==> src/rtl/ahb_mem_arbiter_pkg.sv <==
// Shared constants and types for the two-master AHB memory arbiter.
// Latency: none (declarations only).
// Backpressure: none (declarations only).
package ahb_arb_pkg;

  localparam logic [1:0] HTRANS_IDLE   = 2'b00;
  localparam logic [1:0] HTRANS_BUSY   = 2'b01;
  localparam logic [1:0] HTRANS_NONSEQ = 2'b10;
  localparam logic [1:0] HTRANS_SEQ    = 2'b11;

  localparam logic HRESP_OKAY  = 1'b0;
  localparam logic HRESP_ERROR = 1'b1;

  typedef enum logic [1:0] {
    PARK = 2'd0,
    OWN0 = 2'd1,
    OWN1 = 2'd2
  } arb_state_e;

  // NONSEQ and SEQ both have bit 1 set; IDLE and BUSY do not.
  function automatic logic htrans_active(input logic [1:0] trans);
    return trans[1];
  endfunction

  function automatic logic [1:0] idx2onehot(input logic idx);
    return idx ? 2'b10 : 2'b01;
  endfunction

endpackage

==> src/rtl/ahb_mem_arbiter_rr_arb.sv <==
// Two-way round-robin pick: the requester that was not served last wins a tie.
// Latency: combinational.
// Backpressure: none; the caller decides when the pick is taken.
module ahb_rr_arb (
  input  logic [1:0] i_req,
  input  logic       i_last,
  output logic       o_vld,
  output logic       o_idx
);

  // Single requester wins outright; a tie goes to the master other than i_last.
  always_comb begin
    o_vld = |i_req;
    o_idx = i_last;
    case (i_req)
      2'b01:   o_idx = 1'b0;
      2'b10:   o_idx = 1'b1;
      2'b11:   o_idx = ~i_last;
      default: o_idx = i_last;
    endcase
  end

endmodule

==> src/rtl/ahb_mem_arbiter.sv <==
// Two-master AHB-Lite arbiter/mux in front of one memory slave.
// Latency: grant registered (one cycle); address mux combinational; hwdata mux follows the registered data-phase owner.
// Backpressure: s_hreadyout=0 freezes grant, FSM and data-phase owner; ready/resp/rdata pass straight to both masters.
module ahb_mem_arbiter #(
  parameter int ADDR_W  = 16,
  parameter int DATA_W  = 32,
  parameter int DEF_MST = 0
) (
  input  logic                   hclk,
  input  logic                   hresetn,
  input  logic [1:0]             m_hbusreq,
  input  logic [1:0][ADDR_W-1:0] m_haddr,
  input  logic [1:0][1:0]        m_htrans,
  input  logic [1:0]             m_hwrite,
  input  logic [1:0][2:0]        m_hsize,
  input  logic [1:0][DATA_W-1:0] m_hwdata,
  output logic [1:0]             m_hgrant,
  output logic                   m_hready,
  output logic [DATA_W-1:0]      m_hrdata,
  output logic                   m_hresp,
  output logic [ADDR_W-1:0]      s_haddr,
  output logic [1:0]             s_htrans,
  output logic                   s_hwrite,
  output logic [2:0]             s_hsize,
  output logic [DATA_W-1:0]      s_hwdata,
  output logic                   s_hselx,
  output logic                   s_hready,
  input  logic                   s_hreadyout,
  input  logic [DATA_W-1:0]      s_hrdata,
  input  logic                   s_hresp
);
  import ahb_arb_pkg::*;

  localparam logic DEF_IDX = (DEF_MST != 0);

  arb_state_e r_state;
  logic [1:0] r_grant;
  logic       r_rr_last;
  logic       r_dph_owner;
  logic       r_dph_valid;

  logic w_gidx;
  logic w_own_idx;
  logic w_hold;
  logic w_arb_last;
  logic w_arb_vld;
  logic w_arb_idx;

  assign w_gidx    = r_grant[1];
  assign w_own_idx = (r_state == OWN1);

  // An owner keeps the bus while it still requests and is mid-transfer, so bursts are never split.
  assign w_hold = (r_state != PARK) && m_hbusreq[w_own_idx] && htrans_active(m_htrans[w_own_idx]);

  // From PARK ties use the stored round-robin pointer; when an owner lets go,
  // treating the owner as "last served" hands a tie to the other master.
  assign w_arb_last = (r_state == PARK) ? r_rr_last : w_own_idx;

  ahb_rr_arb u_rr_arb (
    .i_req  (m_hbusreq),
    .i_last (w_arb_last),
    .o_vld  (w_arb_vld),
    .o_idx  (w_arb_idx)
  );

  // Arbitration FSM: state, grant and round-robin pointer move only on ready cycles.
  always_ff @(posedge hclk) begin
    if (!hresetn) begin
      r_state   <= PARK;
      r_grant   <= idx2onehot(DEF_IDX);
      r_rr_last <= DEF_IDX;
    end else if (s_hreadyout && !w_hold) begin
      if (w_arb_vld) begin
        r_state <= w_arb_idx ? OWN1 : OWN0;
        r_grant <= idx2onehot(w_arb_idx);
        if ((r_state != PARK) && (w_arb_idx != w_own_idx)) begin
          r_rr_last <= w_own_idx;
        end
      end else begin
        r_state <= PARK;
        r_grant <= idx2onehot(DEF_IDX);
      end
    end
  end

  // Data-phase owner advances only when the slave completes the current phase.
  always_ff @(posedge hclk) begin
    if (!hresetn) begin
      r_dph_owner <= DEF_IDX;
      r_dph_valid <= 1'b0;
    end else if (s_hreadyout) begin
      r_dph_owner <= w_gidx;
      r_dph_valid <= htrans_active(s_htrans);
    end
  end

  // Address phase follows the registered grant; write data follows the data-phase owner.
  always_comb begin
    s_haddr  = m_haddr[w_gidx];
    s_htrans = m_htrans[w_gidx];
    s_hwrite = m_hwrite[w_gidx];
    s_hsize  = m_hsize[w_gidx];
    s_hselx  = htrans_active(m_htrans[w_gidx]);
    s_hwdata = m_hwdata[r_dph_owner];
  end

  assign m_hgrant = r_grant;
  assign m_hready = s_hreadyout;
  assign m_hrdata = s_hrdata;
  assign m_hresp  = s_hresp;
  assign s_hready = s_hreadyout;

  a_grant_onehot : assert property (@(posedge hclk) disable iff (!hresetn) $onehot(m_hgrant));

  a_dph_owner_stable : assert property (@(posedge hclk) disable iff (!hresetn)
    (r_dph_valid && !s_hreadyout) |=> $stable(r_dph_owner));

endmodule

==> config.mk <==
export PLATFORM = sky130hd
export DESIGN_NAME = ahb_mem_arbiter
export DESIGN_NICKNAME = d
export VERILOG_FILES = /design/src/rtl/ahb_mem_arbiter_pkg.sv /design/src/rtl/ahb_mem_arbiter_rr_arb.sv /design/src/rtl/ahb_mem_arbiter.sv
export SDC_FILE = /design/constraint.sdc
export NUM_CORES = 1
export LEC_CHECK = 0
export CAP_MARGIN = 10
export CELL_PAD_IN_SITES_DETAIL_PLACEMENT = 1
export CELL_PAD_IN_SITES_GLOBAL_PLACEMENT = 2
export CORE_AREA = 2 2 93 95
export CTS_BUF_LIST = sky130_fd_sc_hd__clkbuf_16
export CTS_CLUSTER_SIZE = 20
export DETAILED_ROUTE_END_ITERATION = 7
export DIE_AREA = 0 0 95 97
export DONT_BUFFER_PORTS = 1
export PLACE_DENSITY = 0.57
export SKIP_LAST_GASP = 1
export SLEW_MARGIN = 20
export SYNTH_ARGS = -nofsm -noshare
export SYNTH_HDL_FRONTEND = slang
export SYNTH_SLANG_ARGS = --single-unit
==> constraint.sdc <==
create_clock -name hclk -period 1.2 [get_ports hclk]
set_input_delay 0.24 -clock hclk [delete_from_list [all_inputs] [get_ports hclk]]
set_output_delay 0.24 -clock hclk [all_outputs]
set_load 0.01 [all_outputs]
# After elaboration in Yosys (flattened, before gate mapping)
# Cells that the tools add are included.
dict set report totals {
  ff_bits 6
  latchBits 0
  ramBits 0
  rom_bits 0
  in_bits 146
  out_inout_bits 92
  wordCells 41
  n_memories 0
}
dict set report op_classes {
  add_sub_neg 0
  n_mul 0
  div 0
  order_cmp 3
  eq_ne 5
  n_shift 0
  n_mux 19
  n_bitwise 1
  reduce_logical 9
}
# operator n
set ops {}
lappend ops {{32-bit two-way mux} 2}
lappend ops {{16-bit two-way mux} 2}
lappend ops {{2-bit two-way mux} 7}
lappend ops {{2-bit == test, second input constant} 3}
lappend ops {{1-bit by 2-bit less-than comparator with 1-bit output, second input constant} 3}
lappend ops {{3-bit two-way mux} 2}
lappend ops {{1-bit two-way mux} 5}
lappend ops {{1-bit logical AND} 4}
lappend ops {{1-bit one-hot mux with 3 select lines} 1}
lappend ops {{3-bit AND reduction} 1}
lappend ops {{2-bit by 1-bit == test with 1-bit output, second input constant} 1}
lappend ops {{2-bit logical NOT} 1}
lappend ops {{2-bit nonzero test} 1}
lappend ops {{2-bit OR reduction} 1}
lappend ops {{1-bit logical NOT} 1}
lappend ops {{1-bit inequality test} 1}
lappend ops {{1-bit inverter} 1}

# Depth between registers and ports, before layout
# Gate-level depths: netlist of the first run.
dict set report depth {
  word_depth 8
  ltp_mapped 5
  depth_no_buf 4
}

# By module
# From an unflattened synthesis of the first run, not the netlist that was laid out.
dict set report hier_totals {
  hier_cells 128
  hier_area_um2 1201.2
}
# module n_inst cells_per_inst area_each_um2 seq_area_each_um2
set modules_own_cells {}
lappend modules_own_cells {ahb_mem_arbiter 1 125 1181.1 100.1}
lappend modules_own_cells {ahb_rr_arb 1 3 20.0 0.0}

# Least setup slack after synthesis of the first run
# OpenSTA, ideal clock, no wires.
dict set report synth_path {
  path_type {register to output}
  start {register r_dph_owner}
  end {output port s_hwdata[10]}
  arrival_time_ps 1072
  t_required_ps 960
  setup_slack_ps -112
  path_stages_with_launch 4
  path_buffers 2
  path_cell_list {dfxtp_1 -> clkbuf_1 -> buf_2 -> mux2_2}
}
dict set report synth_between {
  elab_chain_cells 2
}
# element line
set synth_rtl {}
lappend synth_rtl {{start: declaration} ahb_mem_arbiter.sv:39} ;# logic r_dph_owner;
lappend synth_rtl {{start signal: assignment} ahb_mem_arbiter.sv:92} ;# r_dph_owner <= w_gidx;
lappend synth_rtl {{32-bit two-way mux (not written as such) (2 in a row)} ahb_mem_arbiter.sv:104} ;# s_hwdata = m_hwdata[r_dph_owner];
lappend synth_rtl {{end: declaration} ahb_mem_arbiter.sv:25} ;# output logic [DATA_W-1:0] s_hwdata,
# Every way passes these cells. The select of a mux whose other input is x is not followed.

# Worst setup path after layout of the first run
dict set report layout_path {
  start {register r_dph_owner}
  end {output port s_hwdata[20]}
}
# The elaborated chain is that of the path after synthesis.

==> results of run 1 <==
[timing repair]
| item | CTS | global route |
|---|---|---|
| resized for setup | 16 | 10 |
| cloned | 2 | 0 |
| pin swaps | 1 | 4 |
| setup endpoints to repair | 60 | 60 |
| hold buffers | 0 | 0 |
| buffers inserted | 1 | 0 |
[per-layer routing]
layer,vias up,part of all wire (%)
met3,12,10
met2,103,58
met5,-,0
li1,347,-
met4,0,2.2
met1,373,30
[kinds of logic (layout without fill, tap and decap cells)]
| group | after synthesis | after routing |
|---|---|---|
| muxes | 55 | 55 |
| AOI/OAI and AO/OA | 10 | 10 |
| and+or+nand+nor | 11 | 11 |
| DFF | 5 | 5 |
| buffers and inverters | 45 | 14 |
[sequential cells by signal, indices dropped and copies added, names as in the netlist]
signal	flops
r_state	2
m_hgrant	1
r_dph_owner	1
r_rr_last	1
[stage by stage]
step	setup TNS [ns]	std cells	setup slack (ns)	utilization (%)	power (mW)
finish	-10.25	200	-0.205	15.9	1.12
global route	-12.44	200	-0.249	15.9	1.17
CTS	-11.32	200	-0.233	15.4	1.14
detailed placement	-1.70	193	-0.0680	13.1	0.532
global placement	-0.480	193	-0.0336	13.1	0.530
floorplan	-0.715	126	-0.0186	-	0.601
[how the worst max path moves through the flow]
stage	end	slack, ns
4_1_cts	s_hwdata[5]	-0.23
6_report	s_hwdata[20]	-0.21
3_5_place_dp	r_rr_last$_SDFFE_PN0P_	-0.07
5_1_grt	s_hwdata[20]	-0.25
3_3_place_gp	r_rr_last$_SDFFE_PN0P_	-0.03
2_1_floorplan	s_haddr[0]	-0.02
[worst max-delay path, cell delays in order (launching register included)]
cell                      delay [ns]
sky130_fd_sc_hd__dfxtp_4        0.39
sky130_fd_sc_hd__buf_12         0.16
sky130_fd_sc_hd__mux2_2         0.39
[Yosys cell counts, types with 2 or more instances]
cell type and number:
sky130_fd_sc_hd__o21ai_0 3, sky130_fd_sc_hd__buf_2 5, sky130_fd_sc_hd__nand2_1 2, sky130_fd_sc_hd__buf_4 38, sky130_fd_sc_hd__mux2_2 54, sky130_fd_sc_hd__nor2b_1 2, sky130_fd_sc_hd__dfxtp_1 5
[report_power, final]
group	switching, mW	leakage [nW]	internal (mW)
combinational	0.184	0.373	0.203
sequential	0.0154	0.0427	0.173
clock	0.111	0.0423	0.432
[area by class of cell]
cell class              instances  share of cell area [%]
inverters                       1                   0.290
flip-flops and latches          5                    8.41
well taps                     105                    10.1
clock buffers                   3                    5.80
clock inverters                 1                   0.290
repair buffers                  9                    10.8
multi-input cells              76                    64.3
==> summary.md, run 1 <==
| Metric | Value |
|---|---|
| Status | `complete, but fails checks` |
| Violated checks | `setup timing` |
| Clock period minus final worst setup slack | `1.41 ns` |
| Largest driver fanout on the critical path | `16` |
| Global-route track usage on met1 | `7.04%` |
| Smallest hold slack | `0.0986 ns` |
| Design Area, Final | `1290 um^2` |
| Post-synth net total | `between 200 and 300` |
| Drt first pass iters | `2` |
| Leakage power total | `0.458 nW` |
| Maximum level of the CTS H-tree | `1` |
| Kind of path behind the tightest hold check | `in2reg` |
| Max_cap viols | `0` |
| Arrival time of the worst setup path | `1.17 ns` |
| Total count of hold-check failures in the final report | `0` |
| Total number of nets in the final design | `242` |
| Synth area leaders | `sky130_fd_sc_hd__mux2_2 52%, sky130_fd_sc_hd__buf_4 24%, sky130_fd_sc_hd__dfxtp_1 8.5%` |
| # setup viols final | `57` |
| Avg Cell Area, Syn | `9.34 um^2` |
| Area taken by multi-input logic gates | `832 um^2` |
| Synth Cell Area | `1180 um^2` |
| Post-synth top area share | `between 50% and 60%` |
| Starting density of the core | `14.5%` |
| Num CTS Buffers | `3` |
| Clk_lat worst skew | `0.23 ns` |
| Storage element area | `109 um^2` |
| Vias per std cell | `4.18` |
| Floorplan Core Area | `around 8100 um^2` |
| Number of sinks driven by the clock tree | `5` |
| Detailed Route WL | `around 4 mm` |
| Post-synthesis cell count | `roughly 130` |
| Share of flip-flops with an asynchronous set or reset after synthesis | `0%` |
| Number of antenna diodes | `0` |
| Overflow after GRT | `0` |
| Number of ports placed on the die boundary | `roughly 240` |
| Dominant combinational cell family by area after synthesis | `multiplexers` |
| Number of warning messages in the yosys log | `0` |
| Number of remaining DRC errors | `0` |
| Power density over cell area | `between 800 and 900 nW/um^2` |
| Worst r2r dst | `r_rr_last$_SDFFE_PN0P_` |
| DP Wirelength | `3.32 mm` |
| Area growth from synthesis to layout | `9.99%` |
| EDFF count, synth | `0` |
| Final antenna-violating net count | `0` |
| Critical path startpoint | `r_dph_owner$_SDFFE_PN0P_` |
| Unrepaired setup endpoints after global routing | `true` |
| Share of post-route cells with drive strength above 1 | `77.9%` |
| Total number of vias | `between 800 and 900` |
| Number of different library cells in the post-synthesis netlist | `24` |
| Most common library cell in the layout ignoring fill and taps | `sky130_fd_sc_hd__mux2_2` |
| Minimum setup slack among reg-to-reg paths | `-0.04 ns` |
| Die height | `about 97 um` |
| Met2 usage | `15.3%` |
| Start point of the worst hold path | `hresetn` |
| Routing usage on met3 | `2.65%` |
| Floorplan die width | `95 um` |
| Measured slew at the worst slew-check pin | `0.197 ns` |
| Count of input and output buffers | `0` |
| Max transition margin | `86.8%` |
| Final weighted congestion in routability-driven placement | `0.749` |
| Period utilization | `117%` |
| Final WS setup | `-0.205 ns` |
| Data required time at the worst endpoint | `0.96 ns` |
| Post-Synth Adder-Cell Area | `0%` |
| Filler Cell Count | `915` |
| All-layer global routing usage | `between 7 and 8%` |
| CTS tree | `done` |
| Worst min-delay path endpoint | `m_hgrant[0]$_SDFFE_PN1P_` |
| Cell type contributing the most total cell area after synthesis | `sky130_fd_sc_hd__mux2_2` |
| Largest net degree at the start of global routing | `17` |
| Clock buffer depth | `2` |
| Leading cell types in the layout, fill and taps excluded | `45 x sky130_fd_sc_hd__mux2_2, 9 x sky130_fd_sc_hd__mux2_4, 3 x sky130_fd_sc_hd__clkbuf_16, 3 x sky130_fd_sc_hd__buf_4` |
| Synth Register Bits | `5` |
| Clk slew on worst S/H paths | `0.03 ns` |
| Via count of the first global-routing pass | `895` |
| Basic-gate share of the synthesized area counting and, or, nand and nor cells | `6.48%` |
| Portion of netlist area occupied by mux cells | `52.5%` |
| Post-synth top flop | `sky130_fd_sc_hd__dfxtp_1` |
| F_max | `0.712 GHz` |
| Cells on worst reg2reg path | `5` |
| Layer carrying the most global-route usage | `met2` |
| Hold Path Stages | `1` |
| Max rail drop VDD | `0.389 mV` |
| Final number of max-transition violations | `0` |
| 1st-iter DRT viols | `20` |
| Root buffer cell | `sky130_fd_sc_hd__clkbuf_16` |
| Global-route wire length before repair | `5.26 mm` |
| Kind of capture point of the worst setup path | `output pin` |
| Final routed wire length divided by cell count | `20.0 um` |
| Site Rows | `33` |
| Die footprint | `just over 9000 um^2` |
| Area post-placement | `1060 um^2` |
| Post-route clock skew | `0.000817 ns` |
| Post-Synth XOR/XNOR Area | `0%` |
| Initial antenna violation count | `0` |
| Synthesized-area fraction occupied by ao, oa, aoi and oai cells | `5.53%` |
| Worst Path Class, Setup | `reg2out` |
| FF-to-FF Start | `r_state[1]$_SDFFE_PN0P_` |
| Kind of launch point of the worst setup path | `flip-flop` |
| Part of the Yosys area used for sequential elements | `8.50%` |
Note: power is estimated with default switching activity, not from simulation.
==> run 2, diff against run 1 <==
- CORE_AREA: 2 2 93 95 -> 2 2 92 94
- DIE_AREA: 0 0 95 97 -> 0 0 94 96
- clock period: 1.2 -> 1.76 ns (I/O delays scaled with it)
==> summary.md, run 2 (synthesis results as in run 1) <==
| Metric | Value |
|---|---|
| Switching power share of the total | `a little over a quarter` |
| Floorplan die width | `94 um` |
| Total number of nets in the final design | `235` |
| Start point of the worst hold path | `hresetn` |
| Post-CTS Repair Setup Buffers | `0` |
| Arrival time of the worst setup path | `1.20 ns` |
| Site Rows | `33` |
| Internal power | `0.518 mW` |
| Hold Path Stages | `1` |
| Design Area, Final | `between 1000 and 1500 um^2` |
| Vias per std cell | `4.21` |
| Starting density of the core | `between 10% and 20%` |
| FF-to-FF Start | `r_state[1]$_SDFFE_PN0P_` |
| Cells on worst reg2reg path | `5` |
| Measured slew at the worst slew-check pin | `0.176 ns` |
| Area growth from synthesis to layout | `-5.42%` |
| Final number of max-transition violations | `0` |
| Global-route wire length before repair | `4.03 mm` |
| Via count of the first global-routing pass | `762` |
| Leading cell types in the layout, fill and taps excluded | `54 x sky130_fd_sc_hd__mux2_2, 5 x sky130_fd_sc_hd__dfxtp_1, 3 x sky130_fd_sc_hd__o21ai_0, 3 x sky130_fd_sc_hd__clkbuf_16` |
| Die footprint | `9020 um^2` |
| Max transition margin | `88.2%` |
| Number of remaining DRC errors | `0` |
| Count of input and output buffers | `0` |
| Power share of the sequential group | `between 15 and 20%` |
| Clk slew on worst S/H paths | `~0.030 ns` |
| Max_cap viols | `0` |
| All-layer global routing usage | `6.03%` |
| Number of gates given a new drive strength after cts | `0` |
| Number of sinks driven by the clock tree | `5` |
| Relative contribution of combinational cells to total power | `30.9%` |
| Register with the most flip-flops | `r_state` |
| Routed metal-1 wirelength | `942 um` |
| Post-route clock skew | `0.000944 ns` |
| F_max | `0.643 GHz` |
| Num CTS Buffers | `3` |
| Most common library cell in the layout ignoring fill and taps | `sky130_fd_sc_hd__mux2_2` |
| Final antenna-violating net count | `0` |
| Status | `finished clean` |
| Kind of path behind the tightest hold check | `in2reg` |
| Detailed Route WL | `3.55 mm` |
| Max rail drop VDD | `0.178 mV` |
| Initial antenna violation count | `0` |
| Worst r2r dst | `r_rr_last$_SDFFE_PN0P_` |
| Number of antenna diodes | `0` |
| Top layer used by detailed routing | `met4` |
| Drt first pass iters | `3` |
| Smallest hold slack | `0.216 ns` |
| Overflow after GRT | `0` |
| Clk_lat worst skew | `approximately 0.22 ns` |
| Largest net degree at the start of global routing | `34` |
| Period utilization | `between 80 and 90%` |
| 1st-iter DRT viols | `12` |
| Share of total power in the clock network | `51.7%` |
| Power density over cell area | `~640 nW/um^2` |
| Floorplan Core Area | `8050 um^2` |
| Routed length on met2 | `between 1.5 and 2 mm` |
| Largest driver fanout on the critical path | `27` |
| Root buffer cell | `sky130_fd_sc_hd__clkbuf_16` |
| Share of post-route cells with drive strength above 1 | `69.3%` |
| Unrepaired setup endpoints after global routing | `false` |
| Kind of launch point of the worst setup path | `flip-flop` |
| Clock period minus final worst setup slack | `1.56 ns` |
| Total count of hold-check failures in the final report | `0` |
| # setup viols final | `0` |
| Final routed wire length divided by cell count | `18.4 um` |
| Flip-flop count of the largest register after layout | `2` |
| Number of ports placed on the die boundary | `approximately 240` |
| Switching Power | `0.193 mW` |
| Minimum setup slack among reg-to-reg paths | `0.42 ns` |
| Die height | `96 um` |
| Final weighted congestion in routability-driven placement | `a little under 0.7` |
| Leakage power total | `0.360 nW` |
| Worst Path Class, Setup | `reg2out` |
| Worst min-delay path endpoint | `m_hgrant[0]$_SDFFE_PN1P_` |
| Maximum level of the CTS H-tree | `1` |
| CTS tree | `done` |
| Total number of vias | `813` |
| Area post-placement | `1030 um^2` |
| Routed wl met3 | `a little over 500 um` |
| Kind of capture point of the worst setup path | `output pin` |
| Sum Neg Setup Slack | `0 ns` |
| Post-CTS Hold Buffers | `0` |
| Clock buffer depth | `2` |
| Data required time at the worst endpoint | `roughly 1.4 ns` |
## run 2: final cells by class
cell class / instances / area (um^2)
Fill cell: 936 / 6940
Tap cell: 105 / 131
Clock buffer: 3 / 75.1
Inverter: 1 / 3.75
Clock inverter: 1 / 3.75
Multi-Input combinational cell: 76 / 759
Sequential cell: 5 / 100
Timing Repair Buffer: 2 / 40.0
## run 2: power groups by stage
| stage | clock [mW] | combinational (mW) | sequential [mW] |
|---|---|---|---|
| 2_1_floorplan | 0 | 0.282 | 0.124 |
| 3_3_place_gp | 0 | 0.223 | 0.126 |
| 3_5_place_dp | 0 | 0.223 | 0.126 |
| 4_1_cts | 0.378 | 0.225 | 0.124 |
| 5_1_grt | 0.390 | 0.237 | 0.125 |
| 6_report | 0.367 | 0.220 | 0.124 |
## run 2: stage by stage
step	total power, mW	std cells	setup WS (ns)	util (%)
3_5_place_dp	0.349	189	0.418	12.9
5_1_grt	0.752	193	0.152	13.8
6_report	0.711	193	0.204	13.8
2_1_floorplan	0.406	126	0.336	-
4_1_cts	0.727	193	0.188	13.8
3_3_place_gp	0.348	189	0.437	12.9
## run 2: worst max path at each step
stage,endpoint,cells after the start,slack (ns),start
after floorplan,s_hwdata[10],3,0.34,r_dph_owner$_SDFFE_PN0P_
after global placement,r_rr_last$_SDFFE_PN0P_,5,0.44,r_state[1]$_SDFFE_PN0P_
after detailed placement,r_rr_last$_SDFFE_PN0P_,5,0.42,r_state[1]$_SDFFE_PN0P_
after CTS,s_hwdata[31],2,0.19,r_dph_owner$_SDFFE_PN0P_
after global routing,s_hwdata[0],2,0.15,r_dph_owner$_SDFFE_PN0P_
final,s_hselx,2,0.20,r_state[1]$_SDFFE_PN0P_
## run 2: per-layer routing
layer / global-route usage (%) / vias to the layer above
met2: 12.6 / 118
met1: 4.65 / 348
met5: 0 / -
met4: 3.74 / 0
met3: 2.04 / 14
li1: - / 333
## run 2: critical path, stage by stage, from the launching register on
cell                      delay (ns)
sky130_fd_sc_hd__dfxtp_1        0.36
sky130_fd_sc_hd__buf_12         0.20
sky130_fd_sc_hd__mux2_2         0.41
==> run 3, diff against run 2 <==
- CTS_CLUSTER_SIZE: 20 -> 10
==> results of run 3 <==
No change in the layout: final DEF, timing and power equal those of run 2.
